## src/rtl/seg_scan_capture_if.sv

```systemverilog
// Bundle between the scanned 7-segment pins and the frame decoded from them.
// The bus has no backpressure. The display side owns select_light/display_char.
// The capture side raises frame_valid for exactly one cycle when a frame is ready.
// digits_bcd/dp_mask/err_mask are stable whenever frame_valid is high, and they hold until the next frame.
interface seg_scan_capture_if #(
  parameter int DIGITS = 8
);
  logic [DIGITS-1:0]   select_light;
  logic [7:0]          display_char;
  logic [4*DIGITS-1:0] digits_bcd;
  logic [DIGITS-1:0]   dp_mask;
  logic [DIGITS-1:0]   err_mask;
  logic                frame_valid;
  logic                scan_lost;
  logic [1:0]          fsm_state;

  modport master (
    output select_light, display_char,
    input  digits_bcd, dp_mask, err_mask, frame_valid, scan_lost, fsm_state
  );

  modport slave (
    input  select_light, display_char,
    output digits_bcd, dp_mask, err_mask, frame_valid, scan_lost, fsm_state
  );
endinterface

```

## src/rtl/seg_scan_capture.sv

```systemverilog
// Samples a multiplexed 7-segment scan, decodes each settled digit to a nibble,
// and publishes a full frame once every digit position has been captured.
module seg_scan_capture #(
  parameter int DIGITS  = 8,
  parameter int SETTLE  = 4,
  parameter int TIMEOUT = 65536
) (
  input  logic              CP,
  input  logic              CR,
  seg_scan_capture_if.slave bus
);
  localparam int SW  = $clog2(SETTLE);
  localparam int IW  = $clog2(TIMEOUT + 1);
  localparam int IXW = $clog2(DIGITS);

  typedef enum logic [1:0] {
    S_IDLE     = 2'd0,
    S_SETTLING = 2'd1,
    S_HELD     = 2'd2
  } state_t;

  state_t              state, state_nxt;
  logic [DIGITS-1:0]   sel_q, sel_p, seen;
  logic [7:0]          seg_q, seg_p;
  logic [SW-1:0]       stab_cnt;
  logic [IW-1:0]       idle_cnt;
  logic [4*DIGITS-1:0] shadow_bcd, mrg_bcd, digits_r;
  logic [DIGITS-1:0]   shadow_dp, shadow_err, mrg_dp, mrg_err, dp_r, err_r;
  logic                frame_r, lost_r;
  logic                one_hot, stable, capture;
  logic [IXW-1:0]      slot;
  logic [3:0]          dec_nib;
  logic                dec_err;

  assign one_hot = (sel_q != '0) && ((sel_q & (sel_q - DIGITS'(1))) == '0);
  assign stable  = one_hot && (sel_q == sel_p) && (seg_q == seg_p);

  always_ff @(posedge CP) begin
    if (CR) state <= S_IDLE;
    else    state <= state_nxt;
  end

  // Any change restarts settling; a settled dwell sits in HELD until the pins move.
  always_comb begin
    state_nxt = state;
    if (!one_hot)     state_nxt = S_IDLE;
    else if (!stable) state_nxt = S_SETTLING;
    else if (capture) state_nxt = S_HELD;
  end

  always_comb begin
    capture       = (state == S_SETTLING) && stable && (stab_cnt == SW'(SETTLE - 2));
    bus.fsm_state = state;
  end

  always_comb begin
    slot = '0;
    for (int i = 0; i < DIGITS; i++)
      if (sel_q[i]) slot = IXW'(i);
  end

  always_comb begin
    dec_err = 1'b0;
    case (seg_q[6:0])
      7'h3F: dec_nib = 4'h0;
      7'h06: dec_nib = 4'h1;
      7'h5B: dec_nib = 4'h2;
      7'h4F: dec_nib = 4'h3;
      7'h66: dec_nib = 4'h4;
      7'h6D: dec_nib = 4'h5;
      7'h7D: dec_nib = 4'h6;
      7'h07: dec_nib = 4'h7;
      7'h7F: dec_nib = 4'h8;
      7'h6F: dec_nib = 4'h9;
      7'h40: dec_nib = 4'hA;
      7'h00: dec_nib = 4'hF;
      default: begin
        dec_nib = 4'hE;
        dec_err = 1'b1;
      end
    endcase
  end

  // Shadow frame with the digit being captured this cycle already merged in.
  always_comb begin
    mrg_bcd                  = shadow_bcd;
    mrg_dp                   = shadow_dp;
    mrg_err                  = shadow_err;
    mrg_bcd[{slot, 2'b00} +: 4] = dec_nib;
    mrg_dp[slot]             = seg_q[7];
    mrg_err[slot]            = dec_err;
  end

  always_ff @(posedge CP) begin
    if (CR) begin
      sel_q      <= '0;
      sel_p      <= '0;
      seg_q      <= '0;
      seg_p      <= '0;
      stab_cnt   <= '0;
      idle_cnt   <= '0;
      seen       <= '0;
      shadow_bcd <= '0;
      shadow_dp  <= '0;
      shadow_err <= '0;
      digits_r   <= '0;
      dp_r       <= '0;
      err_r      <= '0;
      frame_r    <= 1'b0;
      lost_r     <= 1'b0;
    end else begin
      sel_q   <= bus.select_light;
      seg_q   <= bus.display_char;
      sel_p   <= sel_q;
      seg_p   <= seg_q;
      frame_r <= 1'b0;

      if (!stable)                          stab_cnt <= '0;
      else if (stab_cnt != SW'(SETTLE - 1)) stab_cnt <= stab_cnt + SW'(1);

      if (capture) begin
        shadow_bcd <= mrg_bcd;
        shadow_dp  <= mrg_dp;
        shadow_err <= mrg_err;
        idle_cnt   <= '0;
        lost_r     <= 1'b0;
        if (&(seen | sel_q)) begin
          digits_r <= mrg_bcd;
          dp_r     <= mrg_dp;
          err_r    <= mrg_err;
          frame_r  <= 1'b1;
          seen     <= '0;
        end else begin
          seen <= seen | sel_q;
        end
      end else if (idle_cnt == IW'(TIMEOUT)) begin
        lost_r <= 1'b1;
        seen   <= '0;
      end else begin
        idle_cnt <= idle_cnt + IW'(1);
      end
    end
  end

  assign bus.digits_bcd  = digits_r;
  assign bus.dp_mask     = dp_r;
  assign bus.err_mask    = err_r;
  assign bus.frame_valid = frame_r;
  assign bus.scan_lost   = lost_r;
endmodule

```

## src/flat_wrapper.sv

```systemverilog
// flat-port wrapper written by rule: the top's interface ports become plain ports
module seg_scan_capture_flat 
#(
  parameter int DIGITS  = 8,
  parameter int SETTLE  = 4,
  parameter int TIMEOUT = 65536
)
  (CP, CR, bus_select_light, bus_display_char, bus_digits_bcd, bus_dp_mask, bus_err_mask, bus_frame_valid, bus_scan_lost, bus_fsm_state);
  seg_scan_capture_if #(.DIGITS(DIGITS)) bus_i ();
  input  logic CP;
  input  logic CR;
  input wire logic [$bits(bus_i.select_light)-1:0] bus_select_light;
  input wire logic [$bits(bus_i.display_char)-1:0] bus_display_char;
  output wire logic [$bits(bus_i.digits_bcd)-1:0] bus_digits_bcd;
  output wire logic [$bits(bus_i.dp_mask)-1:0] bus_dp_mask;
  output wire logic [$bits(bus_i.err_mask)-1:0] bus_err_mask;
  output wire logic [$bits(bus_i.frame_valid)-1:0] bus_frame_valid;
  output wire logic [$bits(bus_i.scan_lost)-1:0] bus_scan_lost;
  output wire logic [$bits(bus_i.fsm_state)-1:0] bus_fsm_state;
  assign bus_i.select_light = bus_select_light;
  assign bus_i.display_char = bus_display_char;
  assign bus_digits_bcd = bus_i.digits_bcd;
  assign bus_dp_mask = bus_i.dp_mask;
  assign bus_err_mask = bus_i.err_mask;
  assign bus_frame_valid = bus_i.frame_valid;
  assign bus_scan_lost = bus_i.scan_lost;
  assign bus_fsm_state = bus_i.fsm_state;
  seg_scan_capture #(.DIGITS(DIGITS), .SETTLE(SETTLE), .TIMEOUT(TIMEOUT)) u_core (.CP(CP), .CR(CR), .bus(bus_i));
endmodule
```

## config.mk

```make
export PLATFORM = sky130hd
export DESIGN_NAME = seg_scan_capture_flat
export DESIGN_NICKNAME = d
export VERILOG_FILES = /design/src/rtl/seg_scan_capture_if.sv /design/src/rtl/seg_scan_capture.sv /design/src/flat_wrapper.sv
export SDC_FILE = /design/constraint.sdc
export NUM_CORES = 1
export LEC_CHECK = 0
export BUFFER_PORTS_ARGS = -buffer_cell sky130_fd_sc_hd__buf_2
export CORE_ASPECT_RATIO = 1.25
export CORE_MARGIN = 3
export CORE_UTILIZATION = 53
export DETAILED_ROUTE_END_ITERATION = 6
export GPL_TIMING_DRIVEN = 0
export PLACE_DENSITY = 0.75
export SETUP_SLACK_MARGIN = 0.3
export SYNTH_ARGS = -nofsm -noshare
export SYNTH_HDL_FRONTEND = slang
export SYNTH_SLANG_ARGS = --single-unit
export TNS_END_PERCENT = 5
```

## constraint.sdc

```tcl
create_clock -name CP -period 3.2 [get_ports CP]
set_input_delay 0.64 -clock CP [delete_from_list [all_inputs] [get_ports CP]]
set_output_delay 0.64 -clock CP [all_outputs]
set_load 0.1 [all_outputs]
```

==> insert_results.sql <==
INSERT INTO impl_metrics (metric_group, metric, value, unit) VALUES
('run_status', 'run_status', 'finished clean', ''),
('synthesis', 'synth_fp_nets', '828', ''),
('sta', 'min_period', '2.92', 'ns'),
('worst_setup_path', 'worstPathCellList', 'buf_6 > nand2b_1 > a211oi_2 > buf_6 > nor2_1 > ha_2 > ha_2 > or2_2 > buf_6 > nor4_4 > buf_4 > clkbuf_8 > nand3_1 > o211ai_1 > a21oi_1', ''),
('hold_path', 'worstHoldStart', 'bus_display_char[1]', ''),
('worst_setup_path', 'worst_ep_required_time', '3.48', 'ns'),
('pwr', 'power.share.combinational', '9.7', '%'),
('sta', 'timing.slew.headroom', '39.0', '%'),
('place', 'placed_cells', '1040', ''),
('synthesis', 'synth-adder-area-share', '1.23', '%'),
('floorplanning', 'initial_standard_cell_utilization_of_the_core', '55.1', '%'),
('sta', 'hold_violations', '0', ''),
('layout', 'drive_gt1_share', '21.6', '%'),
('sta', 'slew_violations', '0', ''),
('hold_path', 'min-delay-path-class', 'primary input to flip-flop', ''),
('hold_path', 'worst_hold_path.endpoint', 'u_core.seg_q[1]$_SDFF_PP0_', ''),
('worst_setup_path', 'crit_type', 'flip-flop to flip-flop', ''),
('detailed_routing', 'drtPass1Iterations', '5', ''),
('sta', 'final_period_util', '91.2', '%'),
('synthesis', 'netlist_top_cells_count', 'sky130_fd_sc_hd__dfxtp_1, sky130_fd_sc_hd__nor2_1, sky130_fd_sc_hd__a21oi_1', ''),
('detailed_routing', 'drt_iter0_markers', '460', ''),
('synthesis', 'ys_top_cells_by_area', 'sky130_fd_sc_hd__dfxtp_1, sky130_fd_sc_hd__nor2_1, sky130_fd_sc_hd__mux2i_1', ''),
('synthesis', 'number_of_enable_flip_flop_cells_after_synthesis', '0', ''),
('worst_setup_path', 'timing.reg2reg.worst_path_depth', '15', ''),
('global_route', 'grt_first_pass_wirelength', '28900', 'microns'),
('detailed_routing', 'viasPerCell', '5.71', ''),
('pwr', 'p_leak', '3.34', 'nW'),
('cts', 'tritoncts', 'built', ''),
('sta', 'fin_worst_hold_slack', '0.422', 'ns'),
('hold_path', 'worstHoldPathCells', '2', ''),
('synthesis', 'avgSynthCellArea', '8.89', 'sq um'),
('pwr', 'power_consumption', '0.00458', 'W'),
('synthesis', 'synth_compound_area_share', '18.7', '%'),
('synthesis', 'synth_area', '0.00714', 'sq mm'),
('cts', 'tritoncts_num_sinks', '159', ''),
('cts', 'ctsHtreeMaxLevel', '4', ''),
('synthesis', 'xor_xnor_share_of_the_synthesized_area', '4.17', '%'),
('detailed_routing', 'antenna_violating_nets_post_route', '0', ''),
('place', 'placement.io_buffers', '69', ''),
('worst_setup_path', 'timing.critical_path.fanout_max', '10', ''),
('detailed_routing', 'num_vias', '6209', ''),
('place', 'place.gp.congestion', '0.844', ''),
('worst_setup_path', 'crit_slowest_cell', 'sky130_fd_sc_hd__dfxtp_1', ''),
('floorplanning', 'die_height', '136', 'microns'),
('global_route', 'global_route.overflow_total', '0', ''),
('pwr', 'p_int', '0.00350', 'W'),
('floorplanning', 'chipWidth', '110', 'microns'),
('pwr', 'clock_power_share', '46.3', '%'),
('floorplanning', 'row_count', '46', ''),
('layout', 'antennaDiodeCount', '0', ''),
('pwr', 'ir_drop', '0.000348', 'V'),
('synthesis', 'synth_cell_type_count', '58', ''),
('run', 'max_cap_violations', '0', ''),
('layout', 'finish.net_count', '932', ''),
('layout', 'final_cell_count_no_fill', '1088', ''),
('synthesis', 'dominantRegCellSynth', 'sky130_fd_sc_hd__dfxtp_1', ''),
('worst_setup_path', 'reg2reg_to', 'u_core.bus.digits_bcd[25]$_SDFFE_PP0P_', ''),
('cts', 'clk_transition_reported_paths', '0.06', 'ns'),
('sta', 'rsz0062_at_grt', 'true', ''),
('worst_setup_path', 'critical_path.top_delay_family', 'simple AND/OR/NAND/NOR gates', ''),
('pwr', 'powerDensity', '531', 'mW/mm^2'),
('synthesis', 'postSynthRegisterBits', '159', ''),
('sta', 'timing.fmax', '343', 'MHz'),
('synthesis', 'synth-warning-count', '0', ''),
('synthesis', 'synth_simple_gate_area_share', '21.8', '%'),
('cts', 'max-clock-path-buffers', '2', ''),
('worst_setup_path', 'timing.reg2reg.setup_slack', '0.28', 'ns'),
('worst_setup_path', 'worstSetupEndpointType', 'flip-flop', ''),
('global_route', 'grt_antenna_before_repair', '0', ''),
('floorplanning', 'core_region_area', '0.0129', 'sq mm'),
('global_route', 'grt_max_degree', '17', '');
-- worst max-delay path by stage --
stage	from	to	slack [ns]	cells past startpoint
floorplan	u_core.sel_q[2]$_SDFF_PP0_	u_core.shadow_bcd[10]$_SDFFE_PP0P_	0.27	12
global placement	u_core.sel_q[5]$_SDFF_PP0_	u_core.bus.digits_bcd[15]$_SDFFE_PP0P_	-0.29	13
detailed placement	u_core.sel_q[5]$_SDFF_PP0_	u_core.bus.digits_bcd[15]$_SDFFE_PP0P_	-0.32	13
CTS	u_core.sel_q[2]$_SDFF_PP0_	u_core.shadow_bcd[9]$_SDFFE_PP0P_	0.20	12
global route	u_core.sel_q[2]$_SDFF_PP0_	u_core.bus.digits_bcd[26]$_SDFFE_PP0P_	0.17	15
finish	u_core.sel_q[2]$_SDFF_PP0_	u_core.bus.digits_bcd[25]$_SDFFE_PP0P_	0.28	15
-- stage by stage --
step | cell area [sq um] | util, % | worst slack (ns) | TNS, ns
global route | 8630 | 66.7 | 0.172 | 0
CTS | 8530 | 65.9 | 0.199 | 0
global placement | 7760 | 59.9 | -0.292 | -3.11
floorplan | 7200 | - | 0.271 | 0
detailed placement | 7760 | 59.9 | -0.315 | -3.62
finish | 8630 | 66.7 | 0.283 | 0
-- placed cells by master, fill, tap and decap left out, types with 27 or more instances in the layout --
master,synthesis,routed
sky130_fd_sc_hd__xor2_1,27,27
sky130_fd_sc_hd__mux2i_1,32,32
sky130_fd_sc_hd__nor2b_1,35,35
sky130_fd_sc_hd__a211oi_1,35,34
sky130_fd_sc_hd__buf_2,27,91
sky130_fd_sc_hd__nand2_1,30,30
sky130_fd_sc_hd__o21ai_0,37,35
sky130_fd_sc_hd__nand2b_1,33,32
sky130_fd_sc_hd__a21oi_1,59,58
sky130_fd_sc_hd__nor2_1,87,86
sky130_fd_sc_hd__dfxtp_1,159,158
sky130_fd_sc_hd__clkbuf_1,28,28
-- repair_timing --
item,4_1_cts,5_1_grt
resized for setup,17,26
setup endpoints to repair,110,80
pin swaps,7,8
buffers inserted,10,6
hold buffers,0,0
-- registers in the layout (all words and copies together), names as in the netlist --
register and cells:
u_core.bus.fsm_state 2, u_core.shadow_err 8, u_core.stab_cnt 2, u_core.bus.dp_mask 8
u_core.bus.scan_lost 1, u_core.seg_q 8, u_core.idle_cnt 17, u_core.bus.digits_bcd 32
u_core.seg_p 8, u_core.shadow_bcd 32, u_core.bus.err_mask 8, u_core.bus.frame_valid 1
u_core.shadow_dp 8, u_core.sel_q 8, u_core.seen 8, u_core.sel_p 8
-- layout make-up --
type	instances	area, sq um	area share (%)
Clock buffer	22	464	5.38
Tap cell	168	210	2.43
Multi-Input combinational cell	568	3720	43.1
Inverter	10	37.5	0.435
Timing Repair Buffer	85	482	5.58
Clock inverter	10	160	1.85
Buffer	66	370	4.29
Sequential cell	159	3190	36.9
-- logic make-up (layout without fill, tap and decap cells) --
logic type	count (synthesis)	in the layout
compound gates	198	198
xor+xnor	34	34
fa+ha+maj	7	7
buf+inv	76	193
flops	159	159
mux	32	32
simple gates	297	297
-- layer usage --
layer	track usage [%]	up-vias	share of wire [%]
met5	0	-	0
met4	11.5	0	3.7
met3	5.10	48	5.3
met2	41.7	190	49
met1	29.8	2918	42
li1	-	3053	-
-- power groups by stage --
stage	combinational, W	sequential [W]	clock, W
detailed placement	0.000385	0.00206	0
global route	0.000480	0.00202	0.00223
CTS	0.000414	0.00202	0.00215
floorplan	0.000276	0.00206	0
global placement	0.000382	0.00206	0
finish	0.000446	0.00202	0.00212
Note: power is estimated with default switching activity, not from simulation.
